`src/rtl/spi_master_ctrl_if.sv`:
```
// Request/response bus between a command requester and the SPI master controller.
// The requester side uses the master modport; the controller uses the slave modport.
interface spi_master_ctrl_if;
    logic       req_valid;
    logic       req_ready;
    logic [1:0] req_op;
    logic [7:0] req_data;
    logic       rsp_valid;
    logic [7:0] rsp_data;
    logic       err;
    logic       busy;

    modport master (
        output req_valid, req_op, req_data,
        input  req_ready, rsp_valid, rsp_data, err, busy
    );

    modport slave (
        input  req_valid, req_op, req_data,
        output req_ready, rsp_valid, rsp_data, err, busy
    );
endinterface

```
`src/rtl/spi_master_ctrl.sv`:
```
// SPI master controller: turns one command per handshake into a framed SPI
// transfer (LEAD, 10-bit command/payload shift, optional turnaround and
// 8-bit read capture, then an SS_n-high gap). The SPI bit clock is clk itself.
module spi_master_ctrl #(
    parameter int unsigned TA  = 2,   // turnaround cycles before read capture (1..7)
    parameter int unsigned GAP = 1    // SS_n-high cycles after each frame (1..7)
) (
    input  logic               clk,
    input  logic               rst_n,
    spi_master_ctrl_if.slave   bus,
    output logic               SS_n,
    output logic               MOSI,
    input  logic               MISO
);

    localparam logic [2:0] ST_IDLE    = 3'd0;
    localparam logic [2:0] ST_LEAD    = 3'd1;
    localparam logic [2:0] ST_SHIFT   = 3'd2;
    localparam logic [2:0] ST_TURN    = 3'd3;
    localparam logic [2:0] ST_CAPTURE = 3'd4;
    localparam logic [2:0] ST_GAP     = 3'd5;

    localparam logic [1:0] OP_RD_ADDR = 2'b10;
    localparam logic [1:0] OP_RD_DATA = 2'b11;

    localparam logic [3:0] TA_LAST  = 4'(TA - 1);
    localparam logic [3:0] GAP_LAST = 4'(GAP - 1);

    logic [2:0] state_q,     state_d;
    logic [3:0] cnt_q,       cnt_d;
    logic [1:0] op_q,        op_d;
    logic [9:0] frame_q,     frame_d;
    logic [7:0] rx_q,        rx_d;
    logic       rd_pend_q,   rd_pend_d;
    logic       rsp_valid_q, rsp_valid_d;
    logic [7:0] rsp_data_q,  rsp_data_d;
    logic       err_q,       err_d;
    logic       ss_n_q,      ss_n_d;
    logic       mosi_q,      mosi_d;

    // Next-state, counter, shift and response logic for the frame sequencer.
    always_comb begin
        state_d     = state_q;
        cnt_d       = cnt_q + 4'd1;
        op_d        = op_q;
        frame_d     = frame_q;
        rx_d        = rx_q;
        rd_pend_d   = rd_pend_q;
        rsp_valid_d = 1'b0;
        rsp_data_d  = rsp_data_q;
        err_d       = 1'b0;

        case (state_q)
            ST_IDLE: begin
                cnt_d = 4'd0;
                if (bus.req_valid) begin
                    // A read-data with no address sent first has nothing to read.
                    if (bus.req_op == OP_RD_DATA && !rd_pend_q) begin
                        err_d = 1'b1;
                    end else begin
                        state_d = ST_LEAD;
                        op_d    = bus.req_op;
                        frame_d = {bus.req_op, (bus.req_op == OP_RD_DATA) ? 8'h00 : bus.req_data};
                    end
                end
            end
            ST_LEAD: begin
                cnt_d   = 4'd0;
                state_d = ST_SHIFT;
            end
            ST_SHIFT: begin
                frame_d = {frame_q[8:0], 1'b0};
                if (cnt_q == 4'd9) begin
                    cnt_d = 4'd0;
                    if (op_q == OP_RD_DATA) begin
                        state_d = ST_TURN;
                    end else begin
                        state_d     = ST_GAP;
                        rsp_valid_d = 1'b1;
                        rsp_data_d  = 8'h00;
                        if (op_q == OP_RD_ADDR) begin
                            rd_pend_d = 1'b1;
                        end
                    end
                end
            end
            ST_TURN: begin
                if (cnt_q == TA_LAST) begin
                    cnt_d   = 4'd0;
                    state_d = ST_CAPTURE;
                end
            end
            ST_CAPTURE: begin
                rx_d = {rx_q[6:0], MISO};
                if (cnt_q == 4'd7) begin
                    cnt_d       = 4'd0;
                    state_d     = ST_GAP;
                    rsp_valid_d = 1'b1;
                    rsp_data_d  = {rx_q[6:0], MISO};
                    rd_pend_d   = 1'b0;
                end
            end
            ST_GAP: begin
                if (cnt_q == GAP_LAST) begin
                    cnt_d   = 4'd0;
                    state_d = ST_IDLE;
                end
            end
            default: begin
                cnt_d   = 4'd0;
                state_d = ST_IDLE;
            end
        endcase

        // SPI pins are registered from the next state so they change cleanly on the edge.
        ss_n_d = !(state_d == ST_LEAD || state_d == ST_SHIFT ||
                   state_d == ST_TURN || state_d == ST_CAPTURE);
        mosi_d = (state_d == ST_SHIFT) ? frame_d[9] : 1'b0;
    end

    // State registers with synchronous active-low reset; reset aborts any frame.
    always_ff @(posedge clk) begin
        if (!rst_n) begin
            state_q     <= ST_IDLE;
            cnt_q       <= 4'd0;
            op_q        <= 2'b00;
            frame_q     <= 10'd0;
            rx_q        <= 8'h00;
            rd_pend_q   <= 1'b0;
            rsp_valid_q <= 1'b0;
            rsp_data_q  <= 8'h00;
            err_q       <= 1'b0;
            ss_n_q      <= 1'b1;
            mosi_q      <= 1'b0;
        end else begin
            state_q     <= state_d;
            cnt_q       <= cnt_d;
            op_q        <= op_d;
            frame_q     <= frame_d;
            rx_q        <= rx_d;
            rd_pend_q   <= rd_pend_d;
            rsp_valid_q <= rsp_valid_d;
            rsp_data_q  <= rsp_data_d;
            err_q       <= err_d;
            ss_n_q      <= ss_n_d;
            mosi_q      <= mosi_d;
        end
    end

    assign bus.req_ready = (state_q == ST_IDLE);
    assign bus.busy      = (state_q != ST_IDLE);
    assign bus.rsp_valid = rsp_valid_q;
    assign bus.rsp_data  = rsp_data_q;
    assign bus.err       = err_q;
    assign SS_n          = ss_n_q;
    assign MOSI          = mosi_q;

endmodule

```
`src/flat_wrapper.sv`:
```
// flat-port wrapper written by rule: the top's interface ports become plain ports
module spi_master_ctrl_flat 
#(
    parameter int unsigned TA  = 2,                                                  
    parameter int unsigned GAP = 1                                               
)
  (clk, rst_n, SS_n, MOSI, MISO, bus_req_valid, bus_req_op, bus_req_data, bus_req_ready, bus_rsp_valid, bus_rsp_data, bus_err, bus_busy);
  spi_master_ctrl_if bus_i ();
  input  logic clk;
  input  logic rst_n;
  output logic SS_n;
  output logic MOSI;
  input  logic MISO;
  input wire logic [$bits(bus_i.req_valid)-1:0] bus_req_valid;
  input wire logic [$bits(bus_i.req_op)-1:0] bus_req_op;
  input wire logic [$bits(bus_i.req_data)-1:0] bus_req_data;
  output wire logic [$bits(bus_i.req_ready)-1:0] bus_req_ready;
  output wire logic [$bits(bus_i.rsp_valid)-1:0] bus_rsp_valid;
  output wire logic [$bits(bus_i.rsp_data)-1:0] bus_rsp_data;
  output wire logic [$bits(bus_i.err)-1:0] bus_err;
  output wire logic [$bits(bus_i.busy)-1:0] bus_busy;
  assign bus_i.req_valid = bus_req_valid;
  assign bus_i.req_op = bus_req_op;
  assign bus_i.req_data = bus_req_data;
  assign bus_req_ready = bus_i.req_ready;
  assign bus_rsp_valid = bus_i.rsp_valid;
  assign bus_rsp_data = bus_i.rsp_data;
  assign bus_err = bus_i.err;
  assign bus_busy = bus_i.busy;
  spi_master_ctrl #(.TA(TA), .GAP(GAP)) u_core (.clk(clk), .rst_n(rst_n), .bus(bus_i), .SS_n(SS_n), .MOSI(MOSI), .MISO(MISO));
endmodule
```
`config.mk`:
```
export PLATFORM = sky130hd
export DESIGN_NAME = spi_master_ctrl_flat
export DESIGN_NICKNAME = d
export VERILOG_FILES = /design/src/rtl/spi_master_ctrl_if.sv /design/src/rtl/spi_master_ctrl.sv /design/src/flat_wrapper.sv
export SDC_FILE = /design/constraint.sdc
export NUM_CORES = 1
export LEC_CHECK = 0
export CAP_MARGIN = 30
export CORE_ASPECT_RATIO = 1.5
export CORE_MARGIN = 3
export CORE_UTILIZATION = 55
export DETAILED_ROUTE_END_ITERATION = 10
export GPL_ROUTABILITY_DRIVEN = 0
export PLACE_DENSITY = 0.82
export SLEW_MARGIN = 20
export SYNTH_ARGS = -nofsm -noshare
export SYNTH_HDL_FRONTEND = slang
export SYNTH_SLANG_ARGS = --single-unit
```
`constraint.sdc`:
```
create_clock -name clk -period 5.2 [get_ports clk]
set_clock_uncertainty 0.2 [all_clocks]
set_input_delay 1.04 -clock clk [delete_from_list [all_inputs] [get_ports clk]]
set_output_delay 1.04 -clock clk [all_outputs]
set_load 0.02 [all_outputs]
```
* Yosys cells after proc, flatten, opt, wreduce, memory -nomap -nowiden
Cells that the tools add are included.
Storage, ports and cells: register bits after elaboration 39, input bits 14, output and inout port bits 14, logic and storage cells 83
Cells by class: add/sub/neg operators 1, equal/unequal tests 21, mux-type cells 31, bitwise logic cells 1, reductions and logical operators 17
Operators with widths (count):
- 8-bit two-way mux | 4
- 3-bit two-way mux | 7
- 10-bit two-way mux | 2
- 10-bit one-hot mux with 2 select lines | 1
- 3-bit one-hot mux with 6 select lines | 1
- 4-bit two-way mux | 4
- 4-bit one-hot mux with 4 select lines | 1
- 8-bit one-hot mux with 2 select lines | 1
- 3-bit by 2-bit == test with 1-bit output, second input constant | 4
- 3-bit == test, second input constant | 3
- 3-bit AND reduction | 3
- 1-bit two-way mux | 8
- 2-bit == test, second input constant | 3
- 3-bit by 1-bit == test with 1-bit output, second input constant | 2
- 2-bit by 1-bit inequality test with 1-bit output, second input constant | 3
- 2-bit inequality test, second input constant | 3
- 5-bit AND reduction | 1
- 4-bit by 1-bit adder with 4-bit output, second input constant | 1
- 4-bit by 1-bit == test with 1-bit output, second input constant | 1
- 4-bit by 3-bit == test with 1-bit output, second input constant | 1
- 4-bit == test, second input constant | 1
- 4-bit logical NOT | 1
- 1-bit one-hot mux with 2 select lines | 2
- 4-bit AND reduction | 1
- 8 further kinds | 12

* Logic depth before layout (Yosys ltp)
Gate-level depths: netlist (run 1).
depth in word-level cells 10, mapped depth 8

* Least setup slack after synthesis (run 1)
No wires, ideal clock.
path kind reg2out, start reg u_core.state_q[0], end out bus_busy, arrival 1.075 ns, required time 3.960 ns, setup slack 2.885 ns, stages on the path, launching flop included 4, cells stage by stage dfxtp_1 buf_2 nor3_2 inv_1
On the way: word-level cells in the longest chain between the ends 1
Ends and longest elaborated chain:
- start: declaration | line spi_master_ctrl.sv:29 | logic [2:0] state_q, state_d;
- start signal: assignment | line spi_master_ctrl.sv:136 | state_q <= state_d;
- 3-bit nonzero test | line spi_master_ctrl.sv:151 | assign bus.busy = (state_q != ST_IDLE);
- end: declaration | line flat_wrapper.sv:21 | output wire logic [$bits(bus_i.busy)-1:0] bus_busy;
No other way between the ends.

* Final worst setup path (run 1)
start reg u_core.state_q[1], end out bus_busy
Same word-level chain as after synthesis.

==> results of run 1 <==
==> final cells by class <==
class,count,area (µm²),share of cell area [%]
Clock buffer,6,72.6,3.60
Timing Repair Buffer,28,278,13.8
Tap cell,37,46.3,2.30
Multi-Input combinational cell,126,803,39.9
Inverter,6,22.5,1.12
Sequential cell,39,781,38.7
Clock inverter,2,12.5,0.621
==> per-stage QoR <==
step / worst slack (ns) / instance area, µm² / cells / hold WS, ns / util [%]
after floorplan: 2.89 / 1660 / 181 / 0.244 / -
after global placement: 2.37 / 1930 / 236 / 0.262 / 69.9
after detailed placement: 2.28 / 1930 / 236 / 0.289 / 69.9
after CTS: 2.12 / 2020 / 244 / 0.306 / 73.0
after global routing: 2.01 / 2020 / 244 / 0.320 / 73.0
final: 2.12 / 2020 / 244 / 0.299 / 73.0
==> cell families (layout without fill, tap and decap cells) <==
| kind of cell | count (synthesis) | count (layout) | share of synthesized area [%] |
|---|---|---|---|
| buf+inv | 16 | 42 | 4.45 |
| simple gates | 67 | 67 | 20.4 |
| fa+ha+maj | 3 | 3 | 2.26 |
| flops | 39 | 39 | 47.1 |
| xor+xnor | 3 | 3 | 1.59 |
| compound gates | 44 | 44 | 18.8 |
| mux | 9 | 9 | 5.43 |
==> path summary, 6_finish.rpt <==
check	startpoint	cells after the start	endpoint
worst max register to register	u_core.state_q[1]	5	u_core.bus.rsp_data[4]
worst min-delay path	u_core.cnt_q[0]	1	u_core.cnt_q[0]
worst max-delay path	u_core.state_q[1]	3	bus_busy
worst min register to register	u_core.cnt_q[0]	1	u_core.cnt_q[0]
==> registers in the layout, indices dropped and copies added, names as in the netlist <==
name / count
u_core.MOSI: 1
u_core.SS_n: 1
u_core.bus.err: 1
u_core.bus.rsp_data: 8
u_core.bus.rsp_valid: 1
u_core.cnt_q: 4
u_core.frame_q: 10
u_core.op_q: 2
u_core.rd_pend_q: 1
u_core.rx_q: 7
u_core.state_q: 3
==> Yosys cell counts (3+ instances only) <==
library cell | instances | area (µm²)
nor2_1 | 32 | 120
clkbuf_1 | 3 | 11.3
and2_1 | 3 | 18.8
ha_1 | 3 | 37.5
nor3b_1 | 3 | 22.5
inv_1 | 5 | 18.8
nand2b_1 | 5 | 31.3
o21ai_0 | 7 | 35.0
mux2i_1 | 9 | 90.1
a21oi_1 | 5 | 25.0
dfxtp_1 | 39 | 781
nand2_1 | 10 | 37.5
a221oi_1 | 7 | 61.3
buf_2 | 5 | 25.0
a22oi_1 | 10 | 75.1
o21ai_1 | 4 | 20.0
==> critical path, stage by stage, from the launching register on <==
cell and delay (ns):
dfxtp_1 0.71, nor3_2 0.15, inv_1 0.09, clkdlybuf4s50_1 0.60
==> layer usage <==
layer  vias to the layer above  share of wire, %  GRT usage (%)
met5                         -                 0              0
met4                         0               1.9           10.5
li1                        688                 -              -
met2                        27                51           36.6
met1                       660                43           22.9
met3                         7               4.5           6.95
==> placed cells by master, fill, tap and decap left out, types with 2 or more instances in the layout <==
master and instances:
dfxtp_1 39, a32oi_1 2, a21oi_2 2, nor3b_1 3, xnor2_1 2, nand3b_1 2
mux2i_1 9, a21oi_1 5, nand2b_1 5, a211oi_1 2, nor3_2 2, a22oi_1 10
and2_1 3, clkdlybuf4s50_1 27, a221oi_1 7, o21ai_1 4, ha_1 3, nand3_1 2
clkbuf_8 5, nor2_1 32, nand2_1 10, inv_1 5, o21ai_0 7
==> report_power, final <==
part,switching (mW),total (mW),internal [mW]
logic,0.0340,0.0634,0.0293
clock network,0.101,0.195,0.0936
registers,0.0108,0.321,0.310
total,0.146,0.579,0.433
==> impl_metrics.env, run 1 <==
export IMPL_r2r_setup_slack_ns=3.05
export IMPL_hpwl_um=2510
export IMPL_cp_required_ns=3.96
export IMPL_cts_buffer_depth=2
export IMPL_grt_pass1_vias=1380
export IMPL_status="completed"
export IMPL_core_um2=2760
export IMPL_setup_viol_count_final=0
export IMPL_area_growth_pct=21.6
export IMPL_p_per_area_nw_per_um2=287
export IMPL_cts_tree="built"
export IMPL_synth_edf_count=0
export IMPL_clkTransAtPathRegs_ns=0.07
export IMPL_grt_remaining_overflow=0
export IMPL_fillers=221
export IMPL_grt_max_degree=24
export IMPL_finalCritPeriodShare_pct=59.2
export IMPL_drive_gt1_share_pct=6.76
export IMPL_antenna_cells=0
export IMPL_synth_ff_type="dfxtp_1"
export IMPL_fin_crit_ns=3.08
export IMPL_syn_area_um2=1660
export IMPL_drt_iter0_markers=41
export IMPL_synth_seq_cells=39
export IMPL_die_area_um2=3720
export IMPL_wl_um=3490
export IMPL_path_class="register to primary output"
export IMPL_wl_per_cell_um=14.3
export IMPL_ant_nets=0
export IMPL_cp_start_kind="register"
export IMPL_cts_root_buf="clkbuf_8"
export IMPL_num_io_pins=28
export IMPL_relSlewSlack_pct=54.0
export IMPL_hp_class="register to register"
export IMPL_max_freq_mhz=325
export IMPL_via_per_inst=5.66
export IMPL_cts_hold_buffers=0
export IMPL_cp_arrival_ns=1.84
export IMPL_rsz0062_at_grt="no"
export IMPL_cts_buffers=5
export IMPL_clock_latency_ns=0.29
export IMPL_avgSynthCellArea_um2=9.16
export IMPL_grt_usage_pct=21.2
export IMPL_worst_slew_pin_slew_ns=0.690
export IMPL_cts_sinks=39
export IMPL_ctsResizeCount=0
export IMPL_grt_pass1_wl_um=5950
export IMPL_htree_levels=2
export IMPL_postCtsSetupBuffers=0
export IMPL_yosysUniqueCellTypes=39
export IMPL_yosysSeqAreaShare_pct=47.1
export IMPL_start_util_pct=60.0
export IMPL_p_leak_nw=0.749
export IMPL_num_rows=23
export IMPL_end_kind="primary output"
export IMPL_first_pass_iters=4
export IMPL_portBuffers=27
export IMPL_final_nets=223
export IMPL_cp_max_fo=17
export IMPL_hold_viol_final=0
export IMPL_ys_warn_count=0
export IMPL_fin_tns_setup_ns=0
export IMPL_maxCapViolCount=0
export IMPL_drcViolationCount=0
export IMPL_vias=1382
export IMPL_chipHeight_um=73.2
export IMPL_netlist_instances=181
export IMPL_finalPower_mw=0.579
export IMPL_antenna_found_initial=0
export IMPL_async_reset_ff_share_pct=0
export IMPL_dieWidth_um=50.8
export IMPL_vdd_drop_max_uv=245
export IMPL_drv_slew=0
export IMPL_synth_fp_nets=198
No activity file was read; power rests on OpenSTA's default activity.
==> inputs of run 2 (changes only) <==
--- a/config.mk
+++ b/config.mk
@@ -8,10 +8,10 @@
 export CAP_MARGIN = 30
 export CORE_ASPECT_RATIO = 1.5
 export CORE_MARGIN = 3
-export CORE_UTILIZATION = 55
+export CORE_UTILIZATION = 52
 export DETAILED_ROUTE_END_ITERATION = 10
 export GPL_ROUTABILITY_DRIVEN = 0
-export PLACE_DENSITY = 0.82
+export PLACE_DENSITY = 0.78
 export SLEW_MARGIN = 20
 export SYNTH_ARGS = -nofsm -noshare
 export SYNTH_HDL_FRONTEND = slang
==> constraint.sdc (replaced) <==
create_clock -name clk -period 2.95 [get_ports clk]
set_clock_uncertainty 0.2 [all_clocks]
set_input_delay 0.59 -clock clk [delete_from_list [all_inputs] [get_ports clk]]
set_output_delay 0.59 -clock clk [all_outputs]
set_load 0.02 [all_outputs]
==> impl_metrics.env, run 2 (synthesis gave the netlist of run 1 again) <==
export IMPL_cts_buffer_depth=2
export IMPL_final_cells=247
export IMPL_path_buf_inv=2
export IMPL_dieWidth_um=52.1
export IMPL_vdd_drop_max_uv=537
export IMPL_core_um2=2970
export IMPL_cts_tree="built"
export IMPL_grt_pass1_vias=1338
export IMPL_reg2reg_to="u_core.bus.rsp_data[4]"
export IMPL_worstRegToRegCells=5
export IMPL_path_delay_family="flip-flops"
export IMPL_crit_chain="nor3_2, inv_1, clkdlybuf4s50_1"
export IMPL_cp_required_ns=2.16
export IMPL_area_growth_pct=23.3
export IMPL_chipHeight_um=75.2
export IMPL_drt_iter0_markers=49
export IMPL_finalCritPeriodShare_pct=89.0
export IMPL_fin_ws_ns=0.325
export IMPL_portBuffers=27
export IMPL_worst_slew_pin_slew_ns=0.688
export IMPL_top_register="u_core.frame_q"
export IMPL_p_sw_share_pct=24.1
export IMPL_fin_crit_ns=2.62
export IMPL_start_util_pct=55.8
export IMPL_p_per_area_nw_per_um2=523
export IMPL_maxCapViolCount=0
export IMPL_p_leak_nw=0.763
export IMPL_grt_max_degree=24
export IMPL_cts_hold_buffers=0
export IMPL_setup_viol_count_final=0
export IMPL_die_area_um2=3920
export IMPL_cts_sinks=39
export IMPL_worstHoldStart="u_core.cnt_q[0]"
export IMPL_num_io_pins=28
export IMPL_seqPwrFrac_pct=52.9
export IMPL_antenna_cells=0
export IMPL_mostFrequentLayoutCell="dfxtp_1"
export IMPL_fin_tns_setup_ns=0
export IMPL_cp_arrival_ns=1.83
export IMPL_drive_gt1_share_pct=7.69
export IMPL_min_to="u_core.cnt_q[0]"
export IMPL_p_clk_share_pct=36.5
export IMPL_largest_register_ffs=10
export IMPL_end_kind="primary output"
export IMPL_cts_buffers=5
export IMPL_postCtsSetupBuffers=0
export IMPL_vias=1410
export IMPL_post_place_ws_ns=0.454
export IMPL_antenna_found_initial=0
export IMPL_r2r_setup_slack_ns=0.74
export IMPL_wl_um=3650
export IMPL_hp_class="register to register"
export IMPL_cell_internal_pwr_mw=0.811
export IMPL_cp_start_kind="register"
export IMPL_cts_root_buf="clkbuf_8"
export IMPL_wl_per_cell_um=14.8
export IMPL_path_class="register to primary output"
export IMPL_clock_latency_ns=0.29
export IMPL_drv_slew=0
export IMPL_cp_max_fo=17
export IMPL_cp_slowest_stage_delay_ns=0.73
export IMPL_pwr_share_comb_pct=10.5
export IMPL_grt_remaining_overflow=0
export IMPL_num_rows=24
export IMPL_placedCellCount=239
export IMPL_clkTransAtPathRegs_ns=0.07
export IMPL_max_freq_mhz=381
export IMPL_drcViolationCount=0
export IMPL_p_sw_mw=0.257
export IMPL_hold_viol_final=0
export IMPL_relSlewSlack_pct=54.1
export IMPL_finalPower_mw=1.07
export IMPL_htree_levels=2
export IMPL_rsz0062_at_grt="no"
export IMPL_hpwl_um=2620
export IMPL_grt_usage_pct=20.5
export IMPL_critical_path_slowest_cell="dfxtp_1"
export IMPL_status="completed"
export IMPL_final_nets=224
export IMPL_via_per_inst=5.71
export IMPL_ctsResizeCount=0
export IMPL_min_path_cells=1
export IMPL_ant_nets=0
export IMPL_final_cell_mix="39 x dfxtp_1, 32 x nor2_1, 27 x clkdlybuf4s50_1"
export IMPL_grt_pass1_wl_um=5940
export IMPL_r2r_start="u_core.state_q[1]"
export IMPL_first_pass_iters=4
run 2: changes by cell type in the layout (fill, tap and decap cells not counted), sizes merged:
cell,previous run,this run
buf,1,2
clkbuf,6,7
clkinv,1,0
run 2: how the worst max path moves through the flow:
stage	from	to	depth (start not counted)
2_1_floorplan	u_core.state_q[0]	bus_busy	3
3_3_place_gp	bus_req_op[0]	u_core.MOSI	6
3_5_place_dp	bus_req_op[0]	u_core.MOSI	6
4_1_cts	u_core.state_q[1]	bus_busy	3
5_1_grt	u_core.state_q[1]	bus_busy	3
6_report	u_core.state_q[1]	bus_busy	3
run 2: area by class of cell:
| type | count | area [µm²] |
|---|---|---|
| clock inverter | 1 | 7.51 |
| tap | 39 | 48.8 |
| sequential | 39 | 781 |
| clock buffer | 7 | 96.3 |
| fill | 240 | 928 |
| inverter | 6 | 22.5 |
| timing repair buffer | 29 | 285 |
| multi-input combinational | 126 | 803 |
run 2: power groups by stage:
stage / Sequential [mW] / Combinational, mW / Clock (mW)
2_1_floorplan: 0.569 / 0.0727 / 0
3_3_place_gp: 0.576 / 0.110 / 0
3_5_place_dp: 0.577 / 0.112 / 0
4_1_cts: 0.565 / 0.113 / 0.405
5_1_grt: 0.567 / 0.126 / 0.425
6_report: 0.565 / 0.113 / 0.390
run 2: layer usage:
layer / track usage, % / share of wire [%]
met2: 36.9 / 54
met1: 21.9 / 40
met4: 8.75 / 0.99
met3: 6.14 / 4.4
met5: 0 / 0
run 2: through the flow:
stage / utilization (%) / instance area, µm² / hold slack [ns]
2_1_floorplan: - / 1660 / 0.244
3_3_place_gp: 65.3 / 1940 / 0.260
3_5_place_dp: 65.3 / 1940 / 0.291
4_1_cts: 68.8 / 2040 / 0.308
5_1_grt: 68.8 / 2040 / 0.332
6_report: 68.8 / 2040 / 0.296
run 2: worst register-to-register path: stages (launching register included):
cell      delay, ns
dfxtp_1        0.73
and4bb_1       0.32
a32oi_1        0.12
or2_1          0.38
a22oi_1        0.26
nor2_1         0.06
